<file path="src/rtl/key_debounce_multi.sv">
// Multi-channel push-button conditioner. NUM_KEYS independent debounce channels share one
// tick prescaler and report a debounced level plus press/release/long/repeat pulses.
module key_debounce_multi #(
  parameter int NUM_KEYS       = 4,
  parameter int TICK_CYCLES    = 50000,
  parameter int DEBOUNCE_TICKS = 20,
  parameter int LONG_TICKS     = 1000,
  parameter int REPEAT_TICKS   = 200,
  parameter int ACTIVE_LOW     = 1
) (
  input  logic                clk,
  input  logic                rst,
  input  logic [NUM_KEYS-1:0] keys_in,
  output logic [NUM_KEYS-1:0] key_state,
  output logic [NUM_KEYS-1:0] key_press,
  output logic [NUM_KEYS-1:0] key_release,
  output logic [NUM_KEYS-1:0] key_long,
  output logic [NUM_KEYS-1:0] key_repeat
);

  localparam int TCW = $clog2(TICK_CYCLES);
  localparam int DBW = (DEBOUNCE_TICKS > 1) ? $clog2(DEBOUNCE_TICKS) : 1;
  localparam int HW  = $clog2(LONG_TICKS + 1);
  localparam int RW  = (REPEAT_TICKS > 1) ? $clog2(REPEAT_TICKS) : 1;

  localparam logic [TCW-1:0] TICK_LAST = TCW'(TICK_CYCLES - 1);
  localparam logic [DBW-1:0] DB_LAST   = DBW'(DEBOUNCE_TICKS - 1);
  localparam logic [HW-1:0]  LONG_LAST = HW'(LONG_TICKS - 1);
  localparam logic [HW-1:0]  HOLD_MAX  = HW'(LONG_TICKS);
  localparam logic [RW-1:0]  REP_LAST  = RW'((REPEAT_TICKS > 0) ? REPEAT_TICKS - 1 : 0);
  localparam logic           PIN_IDLE  = (ACTIVE_LOW != 0);

  typedef enum logic [1:0] {IDLE, DB_PRESS, HELD, DB_REL} state_t;

  logic [TCW-1:0]      tick_cnt;
  logic                tick;
  logic [NUM_KEYS-1:0] sync1;
  logic [NUM_KEYS-1:0] sync2;
  logic [NUM_KEYS-1:0] act;

  assign tick = (tick_cnt == TICK_LAST);

  always_ff @(posedge clk or negedge rst) begin
    if (!rst) begin
      tick_cnt <= '0;
    end else if (tick) begin
      tick_cnt <= '0;
    end else begin
      tick_cnt <= tick_cnt + TCW'(1);
    end
  end

  // Synchronisers come out of reset at the released pin level so no phantom edge appears.
  always_ff @(posedge clk or negedge rst) begin
    if (!rst) begin
      sync1 <= {NUM_KEYS{PIN_IDLE}};
      sync2 <= {NUM_KEYS{PIN_IDLE}};
    end else begin
      sync1 <= keys_in;
      sync2 <= sync1;
    end
  end

  assign act = sync2 ^ {NUM_KEYS{PIN_IDLE}};

  for (genvar i = 0; i < NUM_KEYS; i++) begin : g_ch
    state_t         state;
    logic [DBW-1:0] db_cnt;
    logic [HW-1:0]  hold_cnt;
    logic [RW-1:0]  rep_cnt;
    logic           state_q;
    logic           press_q;
    logic           release_q;
    logic           long_q;
    logic           repeat_q;

    // A level change always wins over a tick arriving in the same cycle.
    always_ff @(posedge clk or negedge rst) begin
      if (!rst) begin
        state     <= IDLE;
        db_cnt    <= '0;
        hold_cnt  <= '0;
        rep_cnt   <= '0;
        state_q   <= 1'b0;
        press_q   <= 1'b0;
        release_q <= 1'b0;
        long_q    <= 1'b0;
        repeat_q  <= 1'b0;
      end else begin
        press_q   <= 1'b0;
        release_q <= 1'b0;
        long_q    <= 1'b0;
        repeat_q  <= 1'b0;
        case (state)
          IDLE: begin
            if (act[i]) begin
              state  <= DB_PRESS;
              db_cnt <= '0;
            end
          end
          DB_PRESS: begin
            if (!act[i]) begin
              state <= IDLE;
            end else if (tick) begin
              if (db_cnt == DB_LAST) begin
                state    <= HELD;
                press_q  <= 1'b1;
                state_q  <= 1'b1;
                hold_cnt <= '0;
                rep_cnt  <= '0;
              end else begin
                db_cnt <= db_cnt + DBW'(1);
              end
            end
          end
          HELD: begin
            if (!act[i]) begin
              state  <= DB_REL;
              db_cnt <= '0;
            end else if (tick) begin
              // hold_cnt parks at LONG_TICKS; from then on the repeat counter runs.
              if (hold_cnt != HOLD_MAX) begin
                if (hold_cnt == LONG_LAST) begin
                  long_q <= 1'b1;
                end
                hold_cnt <= hold_cnt + HW'(1);
              end else if (REPEAT_TICKS > 0) begin
                if (rep_cnt == REP_LAST) begin
                  repeat_q <= 1'b1;
                  rep_cnt  <= '0;
                end else begin
                  rep_cnt <= rep_cnt + RW'(1);
                end
              end
            end
          end
          DB_REL: begin
            if (act[i]) begin
              state <= HELD;
            end else if (tick) begin
              if (db_cnt == DB_LAST) begin
                state     <= IDLE;
                release_q <= 1'b1;
                state_q   <= 1'b0;
              end else begin
                db_cnt <= db_cnt + DBW'(1);
              end
            end
          end
          default: state <= IDLE;
        endcase
      end
    end

    assign key_state[i]   = state_q;
    assign key_press[i]   = press_q;
    assign key_release[i] = release_q;
    assign key_long[i]    = long_q;
    assign key_repeat[i]  = repeat_q;
  end

endmodule
</file>
<file path="config.mk">
export PLATFORM = sky130hd
export DESIGN_NAME = key_debounce_multi
export DESIGN_NICKNAME = d
export VERILOG_FILES = /design/src/rtl/key_debounce_multi.sv
export SDC_FILE = /design/constraint.sdc
export NUM_CORES = 1
export LEC_CHECK = 0
export ABC_CLOCK_PERIOD_IN_PS = 3800
export CORE_MARGIN = 2
export CORE_UTILIZATION = 45
export CTS_CLUSTER_SIZE = 16
export DETAILED_ROUTE_END_ITERATION = 10
export PLACE_DENSITY = 0.7
export SETUP_SLACK_MARGIN = 0.1
export SLEW_MARGIN = 20
export SYNTH_ARGS = -nofsm -noshare
export SYNTH_HDL_FRONTEND = slang
export SYNTH_SLANG_ARGS = --single-unit
</file>
<file path="constraint.sdc">
create_clock -name clk -period 3.8 [get_ports clk]
set_input_delay 0.76 -clock clk [delete_from_list [all_inputs] [get_ports clk]]
set_output_delay 0.76 -clock clk [all_outputs]
set_load 0.005 [all_outputs]
</file>
Word-level counts from Yosys, hierarchy flattened. Cells that the tools add are included. Widths: inputs -> output; s select.

Register bits after elaboration: 144. Bits in latches: 0. Memory bits (writable): 0. ROM bits: 0. Input bits: 6. Output and inout port bits: 20. Word-level logic and storage cells: 395. Memories kept: 0.

Add/subtract/negate cells: 13. $mul: 0. Div/mod/pow operators: 0. $lt $le $gt $ge: 0. Equal/unequal tests: 93. Shift operators: 0. Multiplexer cells: 217. Bitwise gates (word level): 1. Reductions and logical operators: 32.

Operator list (count): $mux 10 (24); $mux 8 (28); $mux 5 (24); $ne 2x2->1 const B (48); $mux 1 (88); $reduce_and 7->1 (12); $pmux 10 s2 (4); $pmux 5 s4 (4); $mux 2 (32); $pmux 8 s2 (4); $ne 3x3->1 const B (16); $add 10x1->10 const B (4); $eq 10x10->1 const B (4); $ne 10x10->1 const B (4); $add 8x1->8 const B (4); $eq 8x8->1 const B (4); $pmux 2 s4 (4); $reduce_and 6->1 (4); $add 5x1->5 const B (4); $eq 5x5->1 const B (4); $add 16x1->16 const B (1); $eq 16x16->1 const B (1); $eq 2x2->1 const B (8); $mux 16 (1); 6 further kinds (25).

Longest topological paths before layout. Gate-level depths: netlist (run 1).

Depth after elaboration: 6. Gate-level depth with buffers: 9. Depth with buffers taken out: 7.

Worst setup path after synthesis (run 1). OpenSTA, ideal clock, no wires.

Kind: register -> register. Start: register g_ch[2].state[0]. End: register g_ch[2].rep_cnt[4]. Library setup time: 92 ps. Data arrival time: 2087 ps. Required time: 3708 ps. Setup slack: 1621 ps. Stages on the path, launching flop included: 9. Buffers on the path: 3. Period minus slack after synthesis: 2179 ps. Cell sequence: dfrtp_1 -> buf_6 -> nand2b_4 -> buf_6 -> or4_1 -> a211o_1 -> or2_1 -> buf_6 -> o31ai_2.

Longest elaborated chain between the ends: 3. Elaborated cells between the ends (all ways): 11. Those cells by class: 8 x eq/ne; 1 x mux; 2 x reduce/logical.

RTL lines: start: declaration (RTL line 67) `state_t state;`; start signal: assignment (RTL line 80) `state <= IDLE;`; start signal: assignment (RTL line 97) `state <= DB_PRESS;`; start signal: assignment (RTL line 103) `state <= IDLE;`; $eq 2x2->1 / $eq 2x1->1 (equally long branches) (RTL line 94) `case (state)`; $ne 2x2->1 (no line) / $reduce_bool 2->1 (equally long branches); $reduce_and 7->1 (no line); end signal: assignment (RTL line 132) `rep_cnt <= rep_cnt + RW'(1);`; end: declaration (RTL line 70) `logic [RW-1:0] rep_cnt;`.

Several ways; a longest one is shown, not always the timed one. A chain may end at the register's enable or synchronous reset.

Worst setup path after layout (run 1).
Start: register tick_cnt[13]. End: register g_ch[3].hold_cnt[7].

Longest elaborated chain between the ends: 3. Elaborated cells between the ends (all ways): 4. Those cells by class: 3 x eq/ne; 1 x reduce/logical.

RTL lines: start: declaration (RTL line 35) `logic [TCW-1:0] tick_cnt;`; start signal: assignment (RTL line 49) `tick_cnt <= tick_cnt + TCW'(1);`; $eq 16x16->1 * (RTL line 41) `assign tick = (tick_cnt == TICK_LAST);`; $ne 2x2->1 (no line); $reduce_and 7->1 (no line) *; end signal: assignment (RTL line 126) `hold_cnt <= hold_cnt + HW'(1);`; end: declaration (RTL line 69) `logic [HW-1:0] hold_cnt;`.

Mark *: on every way between the ends. The rest lies on a longest branch, timed or not.

==> run summary, run 1 <==
By startpoint and endpoint, the worst setup path is classified as reg2reg. Data arrives at the worst endpoint at 3.01 ns. In this run the most critical hold path is launched from sync1[2]$_DFF_PN1_.

Summed over all cells, the static leakage comes to 3.64 nW. Synthesis handed over a netlist of 791 instances. The most used flip-flop cell after synthesis is sky130_fd_sc_hd__dfrtp_1. CTS built an H-tree with a depth of 4. The area share of the largest cell type after synthesis was 0.450; the total power draw was 3.14 mW. Initial antenna violation count: 0. The number of nets handed over by synthesis was 814. The detailed router finished its first iteration with 552 violations. The die boundary width was 134 µm; the minimum setup slack among reg-to-reg paths was 1.10 ns. The clock net in this run drives a total of 144 sinks.

The number of gates resized after CTS was 0. The number of endpoints with negative hold slack in the final report is 0. Dividing the detail-routed via count by the number of cells gives 5.64.

The worst setup path is launched from a flip-flop. The run gives 5384 as the via count of the first global-routing pass. The number of unique standard cell types used by synthesis was 61; the required arrival time at the worst endpoint was 4.10 ns. For the number of buffers inserted to repair setup after CTS, the log shows 0. The capture instance of the worst register-to-register path is g_ch[3].hold_cnt[7]$_DFFE_PN0P_.

The aggregate global-route resource usage came out at 0.176. The run gives 5 as the length of the first detailed-routing pass in iterations. Setup repair after global routing left no endpoint under its margin. The cell chosen for the clock root is sky130_fd_sc_hd__clkbuf_16.

The core footprint is 16500 µm², and the share of the cycle needed by the critical path after routing is 0.712. The final wirelength is 14400 µm, and the async set-or-reset flop fraction in the synthesized netlist is 1.00. Summing all non-filler instances in the final layout gives an area of 8410 µm². Each instance of the synthesized netlist takes up on average 9.56 µm². The repair_antennas step left the layout with diodes totalling 0. The worst register-to-register path has a depth of 6. The signed area change from the synthesized netlist to the final layout works out to 11.1%. Share of post-route cells with drive strength above 1: 0.0759. Nature of the critical path endpoint: a flip-flop. The global-route wire length before repair was 25900 µm. The count of buffers inserted at the top-level ports is 25, and the total I/O pin count is 26. The final setup violation count came out at 0. Total count of max-transition violations in the final report: 0. Summed over all instances, the cell type with the most area after synthesis is sky130_fd_sc_hd__dfrtp_1.

Along the worst path, the maximum fanout reaches 13. In the post-synthesis netlist, the biggest area contributors are sky130_fd_sc_hd__dfrtp_1 45%, sky130_fd_sc_hd__o21ai_0 5.0%, sky130_fd_sc_hd__nand3_1 3.4%. TritonCTS built the clock tree. Static timing analysis puts the maximum clock frequency at 370 MHz. The startpoint of the lowest-slack register-to-register path was tick_cnt[13]$_DFF_PN0_.

Detailed routing inserted a total of 5771 vias. Share of the yosys chip area belonging to registers: 0.478. Across the routed clock network, the largest skew measured is 0.00476 ns.

Buffers inserted during clock tree synthesis total 17. The post-synth design cell area is 7560 µm². In this run, synthesis inferred 0 flip-flops with an integrated enable. In this run the worst hold path is classified as reg2reg. The worst slew margin relative to its limit is 0.302. The detail-routed net length per standard cell works out to 14.0 µm. The later pin in the worst-skew pair is clocked with a latency of 0.42 ns. For this run, the number of Yosys warnings is 0. Across the VDD grid, the largest voltage drop is 0.000335 V. The run gives 9540 µm as the half-perimeter wire length after placement. The height of the chip was 134 µm; the post-detailed-placement cell area was 7870 µm².

The pin count of the biggest net entering global routing is 89. The power density relative to cell area is 374 nW/µm², and the setup total negative slack is 0 ns. The timing startpoint of the critical path was tick_cnt[13]$_DFF_PN0_. The total global routing overflow was 0; the routability-driven placement congestion ratio was 0.814. The run gives 0 as the number of maximum-capacitance violations.

The starting density of the core was 0.458; the synthesized flop and latch total was 144. The run gives 47 as the number of rows in the core area. The DRC violation count after routing is 0, and the largest buffer count on any clock path is 2.

In this run the worst setup path terminates at g_ch[3].hold_cnt[7]$_DFFE_PN0P_. The worst path needs 2.70 ns of the cycle, external delays included. The number of nets in the layout is 814. At the pin with the least slew margin, the transition time is 1.03 ns.

Hold repair after CTS inserted 0 buffers. The flow ran to the end, and the final reports show no timing, DRC or antenna violations. The floorplan step defined a die boundary enclosing 17900 µm². The count of nets left with antenna violations once routing finished came out at 0. The clock-pin slew reported for the worst setup and hold paths after clock tree synthesis is 0.06 ns.
Yosys cell counts, types with 12 or more instances:
library cell and count:
sky130_fd_sc_hd__dfrtp_1 136, sky130_fd_sc_hd__o21ai_0 75, sky130_fd_sc_hd__nor2_1 68, sky130_fd_sc_hd__nand2_1 61, sky130_fd_sc_hd__nand3_1 52, sky130_fd_sc_hd__and3_1 32, sky130_fd_sc_hd__clkbuf_1 25, sky130_fd_sc_hd__inv_1 24
sky130_fd_sc_hd__a21oi_1 20, sky130_fd_sc_hd__buf_4 20, sky130_fd_sc_hd__o31ai_1 19, sky130_fd_sc_hd__ha_1 17, sky130_fd_sc_hd__nor2b_1 16, sky130_fd_sc_hd__o41ai_1 15, sky130_fd_sc_hd__a22o_1 14, sky130_fd_sc_hd__nor3_1 14
sky130_fd_sc_hd__nand4_1 12, sky130_fd_sc_hd__nor4_1 12
area by class of cell:
class / instances / area (µm²)
clock buffers: 25 / 475
clock inverters: 7 / 60.1
fillers: 1487 / 8120
inverters: 24 / 90.1
multi-input cells: 572 / 3580
flip-flops and latches: 144 / 3610
well taps: 220 / 275
repair buffers: 32 / 317
worst min path at each step:
stage,endpoint,slack (ns),cells past startpoint
CTS,sync2[2]$_DFF_PN1_,0.36,0
finish,sync2[2]$_DFF_PN1_,0.36,0
detailed placement,sync2[2]$_DFF_PN1_,0.35,0
global placement,sync2[1]$_DFF_PN1_,0.35,0
global route,sync2[2]$_DFF_PN1_,0.36,0
floorplan,sync2[0]$_DFF_PN1_,0.35,0
cell families (layout without fill, tap and decap cells):
family | after synthesis | count (layout) | share of synthesized area
AO/OA/AOI/OAI | 195 | 195 | 0.170
XOR/XNOR | 20 | 20 | 0.0232
adder cells (fa/ha/maj) | 17 | 17 | 0.0281
buffers and inverters | 75 | 88 | 0.0505
flip-flops | 144 | 144 | 0.478
multiplexers | 7 | 7 | 0.0101
AND/OR/NAND/NOR | 333 | 333 | 0.241
report_power, final:
part	leakage (nW)	switching (mW)	total, mW	internal [mW]
clock network	0.269	0.609	1.54	0.927
logic	1.41	0.0381	0.0497	0.0116
registers	1.96	0.0124	1.56	1.54
routing by layer:
metal	share of wire	vias up	wire, µm	track usage
met2	0.45	51	6460	0.257
li1	-	2904	-	-
met1	0.51	2804	7340	0.255
met3	0.027	12	385	0.0479
met4	0.012	0	179	0.0579
met5	0	-	0	0
flip-flops by register name, indices dropped and copies added, names as in the netlist, 16 cells and up, named ones only:
register       flops
g_ch.db_cnt       20
g_ch.hold_cnt     40
g_ch.rep_cnt      32
tick_cnt          16
worst max-delay path, cell delays in order, from the launching register on:
cell and delay (ns):
sky130_fd_sc_hd__dfrtp_1 0.41, sky130_fd_sc_hd__nor4b_2 0.38, sky130_fd_sc_hd__and4_1 0.58, sky130_fd_sc_hd__o311ai_0 0.23, sky130_fd_sc_hd__buf_4 0.22, sky130_fd_sc_hd__or2_0 0.36
sky130_fd_sc_hd__o41ai_1 0.39
cell usage in the layout (no fill, tap or decap), types with 7 or more instances in the layout:
cell type                         instances
sky130_fd_sc_hd__nand2_1                 61
sky130_fd_sc_hd__dfrtp_1                136
sky130_fd_sc_hd__nor2b_1                 16
sky130_fd_sc_hd__inv_1                   24
sky130_fd_sc_hd__dfstp_2                  8
sky130_fd_sc_hd__or4_1                   10
sky130_fd_sc_hd__nor3_1                  14
sky130_fd_sc_hd__a21oi_1                 20
sky130_fd_sc_hd__a31oi_1                 10
sky130_fd_sc_hd__o41ai_1                 14
sky130_fd_sc_hd__o21ai_1                  8
sky130_fd_sc_hd__and3_1                  32
sky130_fd_sc_hd__xor2_1                  11
sky130_fd_sc_hd__or3_1                    7
sky130_fd_sc_hd__o21ai_0                 74
sky130_fd_sc_hd__nand2b_1                 8
sky130_fd_sc_hd__a22o_1                  14
sky130_fd_sc_hd__nand3b_1                 7
sky130_fd_sc_hd__clkbuf_16               17
sky130_fd_sc_hd__o31ai_1                 19
sky130_fd_sc_hd__a211o_1                  7
sky130_fd_sc_hd__nand4_1                 12
sky130_fd_sc_hd__nand3_1                 52
sky130_fd_sc_hd__xnor2_1                  9
sky130_fd_sc_hd__nor4_1                  12
sky130_fd_sc_hd__clkdlybuf4s50_1         24
sky130_fd_sc_hd__nor2_1                  68
sky130_fd_sc_hd__ha_1                    17
through the flow:
step	util	hold WS, ns	std cells	setup WS, ns
6_report	0.509	0.355	1024	1.10
5_1_grt	0.509	0.360	1024	0.907
4_1_cts	0.509	0.356	1024	1.10
3_5_place_dp	0.476	0.348	992	1.15
3_3_place_gp	0.476	0.346	992	1.21
2_1_floorplan	-	0.345	791	1.62
(Power assumes the default switching activity.)
==> run 2: changes to the inputs <==
- ABC_CLOCK_PERIOD_IN_PS: 3800 -> 2750
- clock period: 3.8 -> 2.75 ns (I/O delays scaled with it)
==> run summary, run 2 (synthesis results as in run 1) <==
The flow ran to the end, and the final reports show no timing, DRC or antenna violations. The clock arrives with 0.0103 ns of skew. The destination of the critical timing path is g_ch[1].rep_cnt[5]$_DFFE_PN0P_. The via count of the first global-routing pass was 5584. The logs give 17900 µm² for the area of the die and 144 for the number of sinks on the clock net. The top cell types in the final layout, fill and taps aside, are 136 x sky130_fd_sc_hd__dfrtp_1, 75 x sky130_fd_sc_hd__o21ai_0, 68 x sky130_fd_sc_hd__nor2_1, 61 x sky130_fd_sc_hd__nand2_1, 52 x sky130_fd_sc_hd__nand3_1.

Entering global routing, the biggest net connects 63 pins. The kind of start point of the critical path is a flip-flop. The floorplan step set the die width to 134 µm. CTS built an H-tree with a depth of 4. The filler cells instantiated in the layout total 1487.

Setup repair after global routing left no endpoint under its margin. Leaving out fill and tap cells, the most frequent cell in the layout is sky130_fd_sc_hd__dfrtp_1. The critical path in this run is classified as reg2reg. The aggregate global-route resource usage was 0.179; the count of instances resized after the clock tree is built was 0. The total global routing overflow came out at 0. Post-CTS timing repair inserted 0 buffers for setup. The number of maximum-capacitance violations is 0, and the detailed-route vias per instance is 5.63. STA puts the critical path data required time at 3.05 ns. The tools report the number of endpoints with negative hold slack in the final report as 0.

The min-delay analysis places its worst path in the category in2async. The starting density of the core came out at 0.458. Counting both buffers and inverters, the worst setup path holds a total of 0.

The slowest cell on the critical path is sky130_fd_sc_hd__or4_1. Timing startpoint of the critical path: g_ch[1].state[0]$_DFFE_PN0P_. Total count of max-transition violations in the final report: 0. The clock-pin slew reported for the worst setup and hold paths after clock tree synthesis was 0.06 ns. At the end of the flow, the number of nets in the layout was 826. The height of the chip is 134 µm, and the vias after detailed routing is 5829. The core footprint was 16500 µm². Largest buffer count on any clock path: 2.

The register with the most flip-flops in the layout has 40 of them. In this design, the largest share of critical-path delay is due to simple AND/OR/NAND/NOR gates. The run gives 17 as the number of buffers added by the clock tree synthesis step. In this run the critical register-to-register path is captured at g_ch[1].rep_cnt[5]$_DFFE_PN0P_. Detailed placement finished with a half-perimeter wire length of 9790 µm. The worst path setup slack after routing came out at 0.325 ns. Power density relative to cell area: 526 nW/µm². The repair_antennas step left the layout with diodes totalling 0. The first global-routing pass estimated 26300 µm of wire. Routability-driven placement finished with a final weighted congestion of 0.821.

The run gives 14800 µm as the final wirelength. Share of the cycle needed by the critical path after routing: 0.882. The number of nets with antenna violations after routing is 0, and the minimum setup slack among reg-to-reg paths is 0.32 ns. Timing would allow up to 412 MHz. In the routed design, unresolved DRC markers number 0. In this run the critical register-to-register path is launched from g_ch[1].state[0]$_DFFE_PN0P_.

At the pin with the least slew margin, the transition time is 0.756 ns. For this run, the detailed router's first-pass iteration total came to 5. IR analysis of the VDD net gives a maximum drop of 0.000460 V. Pin placement for this block handled 26 I/O pins.

The leakage power is 3.72 nW. Setup violations remaining at the end of the flow were counted as 0. In this run the number of cells on the critical path is 5.

Traced cell by cell, the critical path runs through nand2b_1 > or4_1 > a211o_1 > o21ai_0 > o41ai_1. The first routing iteration left 400 violations. TritonCTS built the clock tree. The minimum period implied by the final worst setup slack works out to 2.43 ns. The largest single stage delay on the critical path is 0.61 ns.

The tools report the cell chosen for the clock root as sky130_fd_sc_hd__clkbuf_16. The initial antenna violation count is 0. The share of post-route cells with drive strength above 1 works out to 0.0896. The tools report the worst slew margin relative to its limit as 0.494.

Timing analysis after detailed placement gives a worst setup slack of 0.363 ns. Maximum fanout along the worst path: 13. The critical path arrival came out at 2.72 ns. The largest registers in the layout are g_ch.hold_cnt x40, g_ch.rep_cnt x32, g_ch.db_cnt x20. After clock tree synthesis, the flow added hold-fix buffers numbering 0. Signed area change from the synthesized netlist to the final layout: 12.9%.

For the worst-skew pair, the clock arrives at the later sink with an insertion delay of 0.43 ns. The setup total negative slack is 0 ns, and the number of cell instances on the worst register-to-register path is 5. The initialized floorplan defines 47 standard-cell rows. STA classifies the critical path endpoint as a flip-flop. g_ch.hold_cnt holds more flip-flops than any other register. The count of buffers added on input and output ports is 25. After detailed routing, the average wire length per cell comes to 14.3 µm.
-- run 2: final cells by class --
type	instances	area, µm²	share of cell area
sequential	144	3610	0.423
timing repair buffer	44	419	0.0491
multi-input combinational	572	3570	0.418
clock inverter	6	80.1	0.00937
tap	220	275	0.0322
clock buffer	25	495	0.0580
inverter	24	90.1	0.0105
-- run 2: layer usage --
layer / GRT usage / routed length (µm)
met1: 0.248 / 7290
met2: 0.278 / 6830
met3: 0.0411 / 497
met4: 0.0632 / 174
met5: 0 / 0
-- run 2: worst min-delay path by stage --
stage,startpoint,end,slack (ns),depth (start not counted)
finish,rst,g_ch[3].release_q$_DFF_PN0_,0.12,1
global route,rst,g_ch[1].hold_cnt[9]$_DFFE_PN0P_,0.16,1
CTS,rst,g_ch[1].hold_cnt[9]$_DFFE_PN0P_,0.13,1
detailed placement,sync1[3]$_DFF_PN1_,sync2[3]$_DFF_PN1_,0.35,0
global placement,sync1[2]$_DFF_PN1_,sync2[2]$_DFF_PN1_,0.35,0
floorplan,rst,async pin,0.25,0
-- run 2: stage by stage --
stage | cells | hold slack [ns] | util | total power, mW | instance area [µm²]
after global placement | 1004 | 0.346 | 0.482 | 2.26 | 7970
final | 1035 | 0.116 | 0.517 | 4.49 | 8540
after CTS | 1035 | 0.128 | 0.517 | 4.55 | 8540
after global routing | 1035 | 0.162 | 0.517 | 4.66 | 8540
after detailed placement | 1004 | 0.348 | 0.482 | 2.27 | 7970
after floorplan | 791 | 0.254 | - | 2.20 | 7560
-- run 2: power by group --
group | total [mW] | switching, mW | internal, mW
logic | 0.0728 | 0.0538 | 0.0190
registers | 2.15 | 0.0173 | 2.13
clock network | 2.27 | 0.847 | 1.42
total | 4.49 | 0.918 | 3.57
